<file path="src/rtl/pong_game_ctrl.sv">
// ============================================================================
// pong_game_ctrl
// ----------------------------------------------------------------------------
// Game-flow controller for the two-paddle Pong design. It sits downstream of
// the graphics stage and turns its paddle/ball status flags into game state:
//   - debounces the raw start push-button into a one-cycle press pulse,
//   - detects rising edges of the hit / hit2 / miss level flags,
//   - tracks which paddle touched the ball last,
//   - counts paddle contacts in the current rally (saturating),
//   - awards points, detects the winner and freezes the ball between points.
//
// Parameters
//   WIN_SCORE          score that ends the game (1..15)
//   DEBOUNCE_CYCLES    stable synchronized samples needed to accept a change
//   SERVE_DELAY_CYCLES length of the serve pause in clock cycles (>= 1)
//
// Ports
//   clk        in   system clock
//   reset      in   asynchronous reset, active low
//   start      in   raw asynchronous start button, active high
//   hit        in   right paddle (player R) contact flag, level
//   hit2       in   left paddle (player L) contact flag, level
//   miss       in   ball-out flag, level
//   gra_still  out  1 = ball held centred and stationary, 0 = play runs
//   score_r    out  player R score
//   score_l    out  player L score
//   rally      out  paddle contacts in the current/last rally, saturates at 255
//   game_over  out  high while the game is over
//   winner     out  00 none, 01 player R, 10 player L
//
// All outputs are registered.
// ============================================================================
module pong_game_ctrl #(
    parameter int WIN_SCORE          = 9,
    parameter int DEBOUNCE_CYCLES    = 1_000_000,
    parameter int SERVE_DELAY_CYCLES = 50_000_000
) (
    input  logic       clk,
    input  logic       reset,
    input  logic       start,
    input  logic       hit,
    input  logic       hit2,
    input  logic       miss,
    output logic       gra_still,
    output logic [3:0] score_r,
    output logic [3:0] score_l,
    output logic [7:0] rally,
    output logic       game_over,
    output logic [1:0] winner
);

    // ------------------------------------------------------------------------
    // Constants
    // ------------------------------------------------------------------------
    localparam logic [1:0] ST_IDLE  = 2'd0;
    localparam logic [1:0] ST_POINT = 2'd1;
    localparam logic [1:0] ST_PLAY  = 2'd2;
    localparam logic [1:0] ST_OVER  = 2'd3;

    localparam logic [1:0] WINNER_NONE = 2'b00;
    localparam logic [1:0] WINNER_R    = 2'b01;
    localparam logic [1:0] WINNER_L    = 2'b10;

    // Counter widths only need to hold 0 .. N-1.
    localparam int DB_W = (DEBOUNCE_CYCLES > 1) ? $clog2(DEBOUNCE_CYCLES) : 1;
    localparam int SV_W = (SERVE_DELAY_CYCLES > 1) ? $clog2(SERVE_DELAY_CYCLES) : 1;

    localparam logic [DB_W-1:0] DB_LAST    = DB_W'(DEBOUNCE_CYCLES - 1);
    localparam logic [SV_W-1:0] SERVE_LAST = SV_W'(SERVE_DELAY_CYCLES - 1);
    localparam logic [3:0]      WIN_PTS    = 4'(WIN_SCORE);

    // Player encoding for last_hitter: 0 = R, 1 = L.
    localparam logic PLAYER_R = 1'b0;
    localparam logic PLAYER_L = 1'b1;

    // ------------------------------------------------------------------------
    // Start button: 2-FF synchronizer, counter debouncer, press pulse
    // ------------------------------------------------------------------------
    logic            start_meta;
    logic            start_sync;
    logic            start_db;      // debounced level
    logic            start_db_q;    // debounced level, one cycle late
    logic            start_press;   // one-cycle pulse on debounced 0->1
    logic [DB_W-1:0] db_cnt;

    // NOTE: every flop in this design, synchronizer included, has an explicit
    // async reset value; nothing relies on power-up contents.
    always_ff @(posedge clk or negedge reset) begin
        if (!reset) begin
            start_meta  <= 1'b0;
            start_sync  <= 1'b0;
            start_db    <= 1'b0;
            start_db_q  <= 1'b0;
            start_press <= 1'b0;
            db_cnt      <= '0;
        end else begin
            // NOTE: sequential state is written with <= so every flop samples
            // the pre-edge value of the others (the sync chain relies on it).
            start_meta <= start;
            start_sync <= start_meta;

            // The debounced level only follows after DEBOUNCE_CYCLES
            // consecutive disagreeing samples; one agreeing sample restarts.
            if (start_sync == start_db) begin
                db_cnt <= '0;
            end else if (db_cnt == DB_LAST) begin
                start_db <= start_sync;
                db_cnt   <= '0;
            end else begin
                db_cnt <= db_cnt + DB_W'(1);
            end

            start_db_q  <= start_db;
            start_press <= start_db & ~start_db_q;
        end
    end

    // ------------------------------------------------------------------------
    // Event detect: rising edges of the graphics flags, registered.
    // The edge registers keep tracking in every state, so a level that rose
    // while events were being ignored cannot fire later.
    // ------------------------------------------------------------------------
    logic hit_q, hit2_q, miss_q;
    logic hit_ev, hit2_ev, miss_ev;

    always_ff @(posedge clk or negedge reset) begin
        if (!reset) begin
            hit_q   <= 1'b0;
            hit2_q  <= 1'b0;
            miss_q  <= 1'b0;
            hit_ev  <= 1'b0;
            hit2_ev <= 1'b0;
            miss_ev <= 1'b0;
        end else begin
            hit_q   <= hit;
            hit2_q  <= hit2;
            miss_q  <= miss;
            hit_ev  <= hit  & ~hit_q;
            hit2_ev <= hit2 & ~hit2_q;
            miss_ev <= miss & ~miss_q;
        end
    end

    // ------------------------------------------------------------------------
    // Game state machine
    // ------------------------------------------------------------------------
    logic [1:0]      state;
    logic [1:0]      state_next;
    logic [SV_W-1:0] serve_cnt;
    logic            last_hitter;
    logic [3:0]      scorer_score;   // current score of last_hitter
    logic [3:0]      scorer_next;    // that score plus the point on a miss
    logic            win_point;

    // NOTE: every signal written here gets a default first, so no path can
    // leave one unassigned and infer a latch.
    always_comb begin
        scorer_score = (last_hitter == PLAYER_L) ? score_l : score_r;
        scorer_next  = scorer_score + 4'd1;
        win_point    = (scorer_next == WIN_PTS);

        state_next = state;
        case (state)
            ST_IDLE:  if (start_press) state_next = ST_POINT;
            ST_POINT: if (serve_cnt == SERVE_LAST) state_next = ST_PLAY;
            ST_PLAY:  if (miss_ev) state_next = win_point ? ST_OVER : ST_POINT;
            ST_OVER:  if (start_press) state_next = ST_POINT;
            default:  state_next = ST_IDLE;
        endcase
    end

    always_ff @(posedge clk or negedge reset) begin
        if (!reset) begin
            state       <= ST_IDLE;
            serve_cnt   <= '0;
            last_hitter <= PLAYER_R;
            gra_still   <= 1'b1;
            game_over   <= 1'b0;
            score_r     <= 4'd0;
            score_l     <= 4'd0;
            rally       <= 8'd0;
            winner      <= WINNER_NONE;
        end else begin
            state <= state_next;

            // Outputs are decoded from the next state so they change on the
            // same edge as the state itself.
            gra_still <= (state_next != ST_PLAY);
            game_over <= (state_next == ST_OVER);

            // Held at 0 outside POINT, so it starts from 0 on every entry.
            serve_cnt <= (state == ST_POINT) ? serve_cnt + SV_W'(1) : '0;

            case (state)
                ST_POINT: begin
                    if (state_next == ST_PLAY) begin
                        rally       <= 8'd0;
                        // The serve always travels toward the left paddle.
                        last_hitter <= PLAYER_R;
                    end
                end

                ST_PLAY: begin
                    if ((hit_ev || hit2_ev) && (rally != 8'hFF)) begin
                        rally <= rally + 8'd1;
                    end

                    // R takes priority when both paddles report together.
                    if (hit_ev) begin
                        last_hitter <= PLAYER_R;
                    end else if (hit2_ev) begin
                        last_hitter <= PLAYER_L;
                    end

                    // A simultaneous hit only updates last_hitter for the
                    // next point; this miss is credited to the old value.
                    if (miss_ev) begin
                        if (last_hitter == PLAYER_L) begin
                            score_l <= scorer_next;
                        end else begin
                            score_r <= scorer_next;
                        end
                        if (win_point) begin
                            winner <= (last_hitter == PLAYER_L) ? WINNER_L : WINNER_R;
                        end
                    end
                end

                ST_OVER: begin
                    // rally deliberately keeps the final rally length.
                    if (start_press) begin
                        score_r <= 4'd0;
                        score_l <= 4'd0;
                        winner  <= WINNER_NONE;
                    end
                end

                default: begin
                end
            endcase
        end
    end

endmodule

</file>
<file path="config.mk">
export PLATFORM = sky130hd
export DESIGN_NAME = pong_game_ctrl
export DESIGN_NICKNAME = d
export VERILOG_FILES = /design/src/rtl/pong_game_ctrl.sv
export SDC_FILE = /design/constraint.sdc
export NUM_CORES = 1
export LEC_CHECK = 0
export CAP_MARGIN = 20
export CORE_ASPECT_RATIO = 0.6
export CORE_MARGIN = 8
export CORE_UTILIZATION = 50
export CTS_CLUSTER_DIAMETER = 120
export CTS_CLUSTER_SIZE = 28
export DETAILED_ROUTE_END_ITERATION = 10
export GPL_TIMING_DRIVEN = 0
export PLACE_DENSITY = 0.75
export SLEW_MARGIN = 20
export SYNTH_ARGS = -nofsm -noshare
export SYNTH_HDL_FRONTEND = slang
export SYNTH_SLANG_ARGS = --single-unit
</file>
<file path="constraint.sdc">
create_clock -name clk -period 2.9 [get_ports clk]
set_input_delay 0.58 -clock clk [delete_from_list [all_inputs] [get_ports clk]]
set_output_delay 0.58 -clock clk [all_outputs]
set_load 0.005 [all_outputs]
</file>
==> results.cfg, run 1 <==
[run_status]
status = finished clean

[sta]
drv_slew = 0
min_period_ps = 2470
setup_viol = 0
period_share_pct = 85.1
hold_viol = 0
relSlewSlack_pct = 39.8
fmaxAchievable_mhz = 405
finalSetupTns_ps = 0
rsz0062_at_grt = no
fin_skew_ps = 6.83
holdWs_ps = 145
tightest_slew_ps = 897

[detailed_routing]
drt-pass1-iter-count = 4
vias = 2996
drt_iter0_markers = 224
remaining_drc_errors = 0
ant_nets = 0
vias_per_cell = 5.45
route.detailed.wl_per_inst_um = 14.7
wirelength_mm = 8.08

[critical_path]
critPathMaxFanout = 9
r2r_cells = 7
cp.depth = 7
cp_cell_sequence = ha_1 > and4_1 > nand2_1 > o41ai_4 > and2_1 > buf_6 > mux2_4
critPathBufInv = 1
slowest_delay_ps = 660
cp.arrival_ps = 2690
cp.required_ps = 3120
crit_family = simple AND/OR/NAND/NOR gates
end_kind = flop
critPathKind = reg -> reg
start_kind = flop
critPathSlowestCell = o41ai_4

[power_and_ir_drop]
power_leakage_nw = 2.04
powerDensity_nw_per_um2 = 510
peakVddDrop_mv = 0.356
power.total_mw = 2.45

[floorplanning]
coreArea_um2 = 7850
fp.dieArea_um2 = 11300
num_rows = 25
initial_core_util_pct = 51.5
die_x_um = 132
fp.dieH_um = 85.7
ios = 26

[logic_synthesis]
ys_async_sr_fraction_pct = 100
yosys.area_share.simple_pct = 23.3
yosysUniqueCellTypes = 48
synth_nets = 415
synth_top_family_by_area = simple AND/OR/NAND/NOR gates
synth_edf_count = 0
synth_area_per_cell_um2 = 10.1
ys_ff_latch = 80
netlist_area_um2 = 4050
synth_mux_area_share_pct = 3.87
synth_flop_cell = dfrtp_1
synth_compound_area_share_pct = 8.32
synthAdderAreaFrac_pct = 2.47
synthesis.instances = 401
synth-seq-area-share_pct = 49.5
synthXorXnorAreaFrac_pct = 9.09
ys_warn_count = 0

[place]
placed_cells = 535
io_buffer_count = 25
dp_hpwl_mm = 5.73
place.gp.congestion = 0.827

[cts]
cts_setup_buffers = 0
cts_root_buf = clkbuf_16
cts_tree = yes
cts.repair.resized = 0
cts.hold.buffers_added = 0
htree_levels = 3
insertion_delay_ps = 330
path_clk_slew_ps = 60
clkSinkCount = 80
max-clock-path-buffers = 2
cts_buffers = 9

[layout]
post-route-util_pct = 61.1
antenna_cells = 0
layout_common_cells = dfrtp_1 (79), nor2_1 (31), nand2_1 (26)
final_common_cell = dfrtp_1
nNetsFinal = 451
fin_cells = 550
drive_above_1_share_pct = 8.37
syn_to_final_growth_pct = 18.5

[global_route]
grt_pass1_vias = 2929
grt_usage_pct = 15.3
grt_overflow = 0
grt_max_degree = 59
antenna_found_initial = 0
grt_pass1_wl_mm = 14.2

[hold_path]
hold_class = in -> async

[flow_run]
max_cap_violations = 0
-- final timing paths --
kind | slack [ps] | to | startpoint
hold / removal | 150 | rally[6]$_DFFE_PN0P_ | reset
setup reg to reg | 430 | last_hitter$_DFFE_PN0P_ | serve_cnt[0]$_DFF_PN0_
min in group clk | 350 | start_sync$_DFF_PN0_ | start_meta$_DFF_PN0_
setup / recovery | 430 | last_hitter$_DFFE_PN0P_ | serve_cnt[0]$_DFF_PN0_
max in group asynchronous | 2130 | gra_still$_DFF_PN1_ | reset
hold reg to reg | 350 | start_sync$_DFF_PN0_ | start_meta$_DFF_PN0_
-- cell usage after synthesis, types with 2 or more instances --
cell       n  area, um^2
a21boi_0   5        37.5
a21oi_1    7        35.0
a31o_2     2        17.5
a31oi_1    5        31.3
and2_1    25         156
and3_1     7        43.8
and4_1     5        43.8
clkbuf_1  10        37.5
dfrtp_1   79        1980
ha_1       8         100
inv_1     22        82.6
mux2_2     9         101
mux2i_1    4        40.0
nand2_1   26        97.6
nand3_1   20         100
nand4_1   10        62.6
nand4b_1   3        26.3
nor2_1    31         116
nor2b_1    8        50.1
nor3_1    13        65.1
nor3b_1    2        15.0
nor4_1    12        75.1
nor4b_1    3        26.3
o21ai_0   15        75.1
o22ai_1    2        12.5
o31ai_1    3        22.5
or3_1      4        25.0
xnor2_1   22         193
xor2_1    20         175
-- state kept, by name, indices dropped and copies added (netlist names), 2 cells and up --
name and flops:
score_l 4, serve_cnt 26, state 2, db_cnt 20
rally 8, winner 2, score_r 4
-- layout make-up --
type,instances,area (um^2)
well taps,108,135
plain buffers,12,53.8
clock buffers,10,229
multi-input cells,286,1910
repair buffers,26,275
clock inverters,6,108
flip-flops and latches,80,2000
fillers,639,3060
inverters,22,82.6
-- stage by stage --
step	worst slack, ps	instance area [um^2]
2_1_floorplan	423	4050
3_3_place_gp	-1570	4430
3_5_place_dp	-9.21	4460
4_1_cts	5.18	4790
5_1_grt	235	4800
6_report	432	4800
-- power by group --
group	switching (mW)	internal [mW]
clock	0.430	0.837
sequential	0.00828	1.13
combinational	0.0312	0.0153
-- cell families after synthesis --
kind of cell             after synthesis
AND/OR/NAND/NOR                      173
flip-flops                            80
multiplexers                          14
adder cells (fa/ha/maj)                8
buffers and inverters                 35
XOR/XNOR                              42
AO/OA/AOI/OAI                         49
-- layer usage --
layer / share of wire (%) / global-route usage [%] / up-vias
li1: - / - / 1479
met1: 51 / 21.2 / 1459
met2: 42 / 21.9 / 53
met3: 5.7 / 4.49 / 5
met4: 0.78 / 6.53 / 0
met5: 0 / 0 / -
-- worst register-to-register path, cell delays in order, from the launching register on --
cell and delay, ps:
dfrtp_1 380, ha_1 220, and4_1 280, nand2_1 160, o41ai_4 660, and2_1 230
buf_6 140, mux2_4 300
(Power assumes the default switching activity.)
==> inputs of run 2 (changes only) <==
- PLACE_DENSITY: 0.75 -> 0.78
- clock period: 2.9 -> 2.1 ns (I/O delays scaled with it)
==> run 2 against run 1 <==
Net effect: the flow now finishes with violations (setup timing); sequential power grew 39%; combinational power grew 39%; sequential share of layout area shrank 2.0 points; cell count grew 1.8%; core utilization grew 3.1 points; highest routed layer unchanged; first-iteration DRC count grew 15%.
==> results.cfg, run 2 (same netlist as run 1, synthesis figures left out) <==
[run_status]
status = finished with violations
violations = setup timing

[place]
io_buffer_count = 25
placed_cells = 535
dp_hpwl_mm = 5.91
place.gp.congestion = 0.832

[floorplanning]
num_rows = 25
initial_core_util_pct = 51.5
ios = 26
coreArea_um2 = 7850
fp.dieArea_um2 = 11300
die_x_um = 132
fp.dieH_um = 85.7

[sta]
min_period_ps = 2120
setup_viol = 1
rsz0062_at_grt = yes
relSlewSlack_pct = 64.9
setup_ws_ps = -16.0
period_share_pct = 101
fin_skew_ps = 6.91
drv_slew = 0
tightest_slew_ps = 524
hold_viol = 0
holdWs_ps = 12.3
fmaxAchievable_mhz = 473

[layout]
largest_reg_flops = 26
nNetsFinal = 461
syn_to_final_growth_pct = 24.5
fin_cells = 560
seq_area_um2 = 2000
drive_above_1_share_pct = 15.5
antenna_cells = 0
largest_register = serve_cnt
fillers = 598
final_common_cell = dfrtp_1
post-route-util_pct = 64.2
layout_common_cells = dfrtp_1 (79), nor2_1 (30), nand2_1 (25)
reg_top3 = serve_cnt: 26 flops, db_cnt: 20 flops, rally: 8 flops
multiInputGateArea_um2 = 2050

[critical_path]
critPathSlowestCell = dfrtp_1
crit_family = buffers and inverters
end_kind = flop
slowest_delay_ps = 370
cp.depth = 11
critPathKind = reg -> reg
start_kind = flop
critPathMaxFanout = 7
cp.required_ps = 2330
cp_cell_sequence = buf_6 > clkbuf_16 > mux2i_4 > buf_4 > buf_4 > buf_4 > ha_4 > nand4b_1 > nor4_2 > a221o_1 > nor2b_1
r2r_cells = 11
crit_top_cell = buf_4
cp.arrival_ps = 2340
critPathBufInv = 5
worstReg2RegEnd = game_over$_DFF_PN0_
reg2reg_from = last_hitter$_DFFE_PN0P_
r2r_slack_ps = -20

[power_and_ir_drop]
p_seq_share_pct = 47.4
clockPowerShare_pct = 50.7
p_sw_share_pct = 19.9
p_comb_share_pct = 2.0
powerDensity_nw_per_um2 = 656
peakVddDrop_mv = 0.456
power_leakage_nw = 2.15
intPower_mw = 2.65
p_switching_mw = 0.658

[cts]
cts_root_buf = clkbuf_16
cts_buffers = 9
clkSinkCount = 80
cts.hold.buffers_added = 0
path_clk_slew_ps = 60
htree_levels = 3
max-clock-path-buffers = 2
insertion_delay_ps = 340
cts_tree = yes

[detailed_routing]
vias_per_cell = 5.60
route.detailed.wl_per_inst_um = 15.7
drt_iter0_markers = 257
wl_met1_mm = 4.26
highest_layer = met4
wl_met3_um = 531
ant_nets = 0
vias = 3134
drt-pass1-iter-count = 5
wirelength_mm = 8.77
route.met2.wl_mm = 3.91
remaining_drc_errors = 0

[global_route]
grt_usage_pct = 16.3
grt_pass1_vias = 3047
grt_max_degree = 51
antenna_found_initial = 0
grt_pass1_wl_mm = 15.0
grt_overflow = 0

[hold_path]
hold_class = in -> async

[flow_run]
max_cap_violations = 0
run 2: cell type report:
cell class	count	share of cell area [%]
repair buffers	38	7.25
clock buffers	11	4.82
multi-input cells	286	40.7
well taps	108	2.68
clock inverters	5	1.59
inverters	22	1.64
plain buffers	10	1.51
flip-flops and latches	80	39.8
run 2: what timing repair did:
item                                    4_1_cts  5_1_grt
buffers inserted                              7        5
pin swaps                                     5        4
cloned                                        0        0
endpoints found under the setup margin       36       40
gates resized for setup                      18       11
run 2: power by group through the flow:
stage / sequential [mW] / combinational [mW] / clock (mW)
finish: 1.57 / 0.0650 / 1.67
global route: 1.57 / 0.0766 / 1.77
CTS: 1.56 / 0.0679 / 1.72
detailed placement: 1.59 / 0.0675 / 0
global placement: 1.59 / 0.0596 / 0
floorplan: 1.59 / 0.0165 / 0
run 2: per-stage QoR:
stage	power [mW]	setup slack (ps)	setup TNS [ps]	area (um^2)
finish	3.31	-16.0	-16.0	5040
floorplan	1.61	-20.7	-20.7	4080
global route	3.42	-75.9	-171	5040
CTS	3.35	0.466	0	4940
detailed placement	1.66	-279	-2290	4490
global placement	1.65	-2160	-172720	4470
run 2: metal layers:
layer	vias to the layer above	GRT usage, %
li1	1491	-
met2	90	23.5
met4	0	3.63
met3	8	6.36
met1	1545	22.4
met5	-	0
run 2: worst max-delay path by stage:
stage	start	endpoint	slack [ps]
after floorplan	last_hitter$_DFFE_PN0P_	winner[1]$_DFFE_PN0P_	-20
after global placement	reset	serve_cnt[1]$_DFF_PN0_	-2160
after detailed placement	serve_cnt[11]$_DFF_PN0_	last_hitter$_DFFE_PN0P_	-280
after CTS	state[0]$_DFF_PN0_	last_hitter$_DFFE_PN0P_	0.5
after global routing	last_hitter$_DFFE_PN0P_	game_over$_DFF_PN0_	-80
final	last_hitter$_DFFE_PN0P_	game_over$_DFF_PN0_	-20
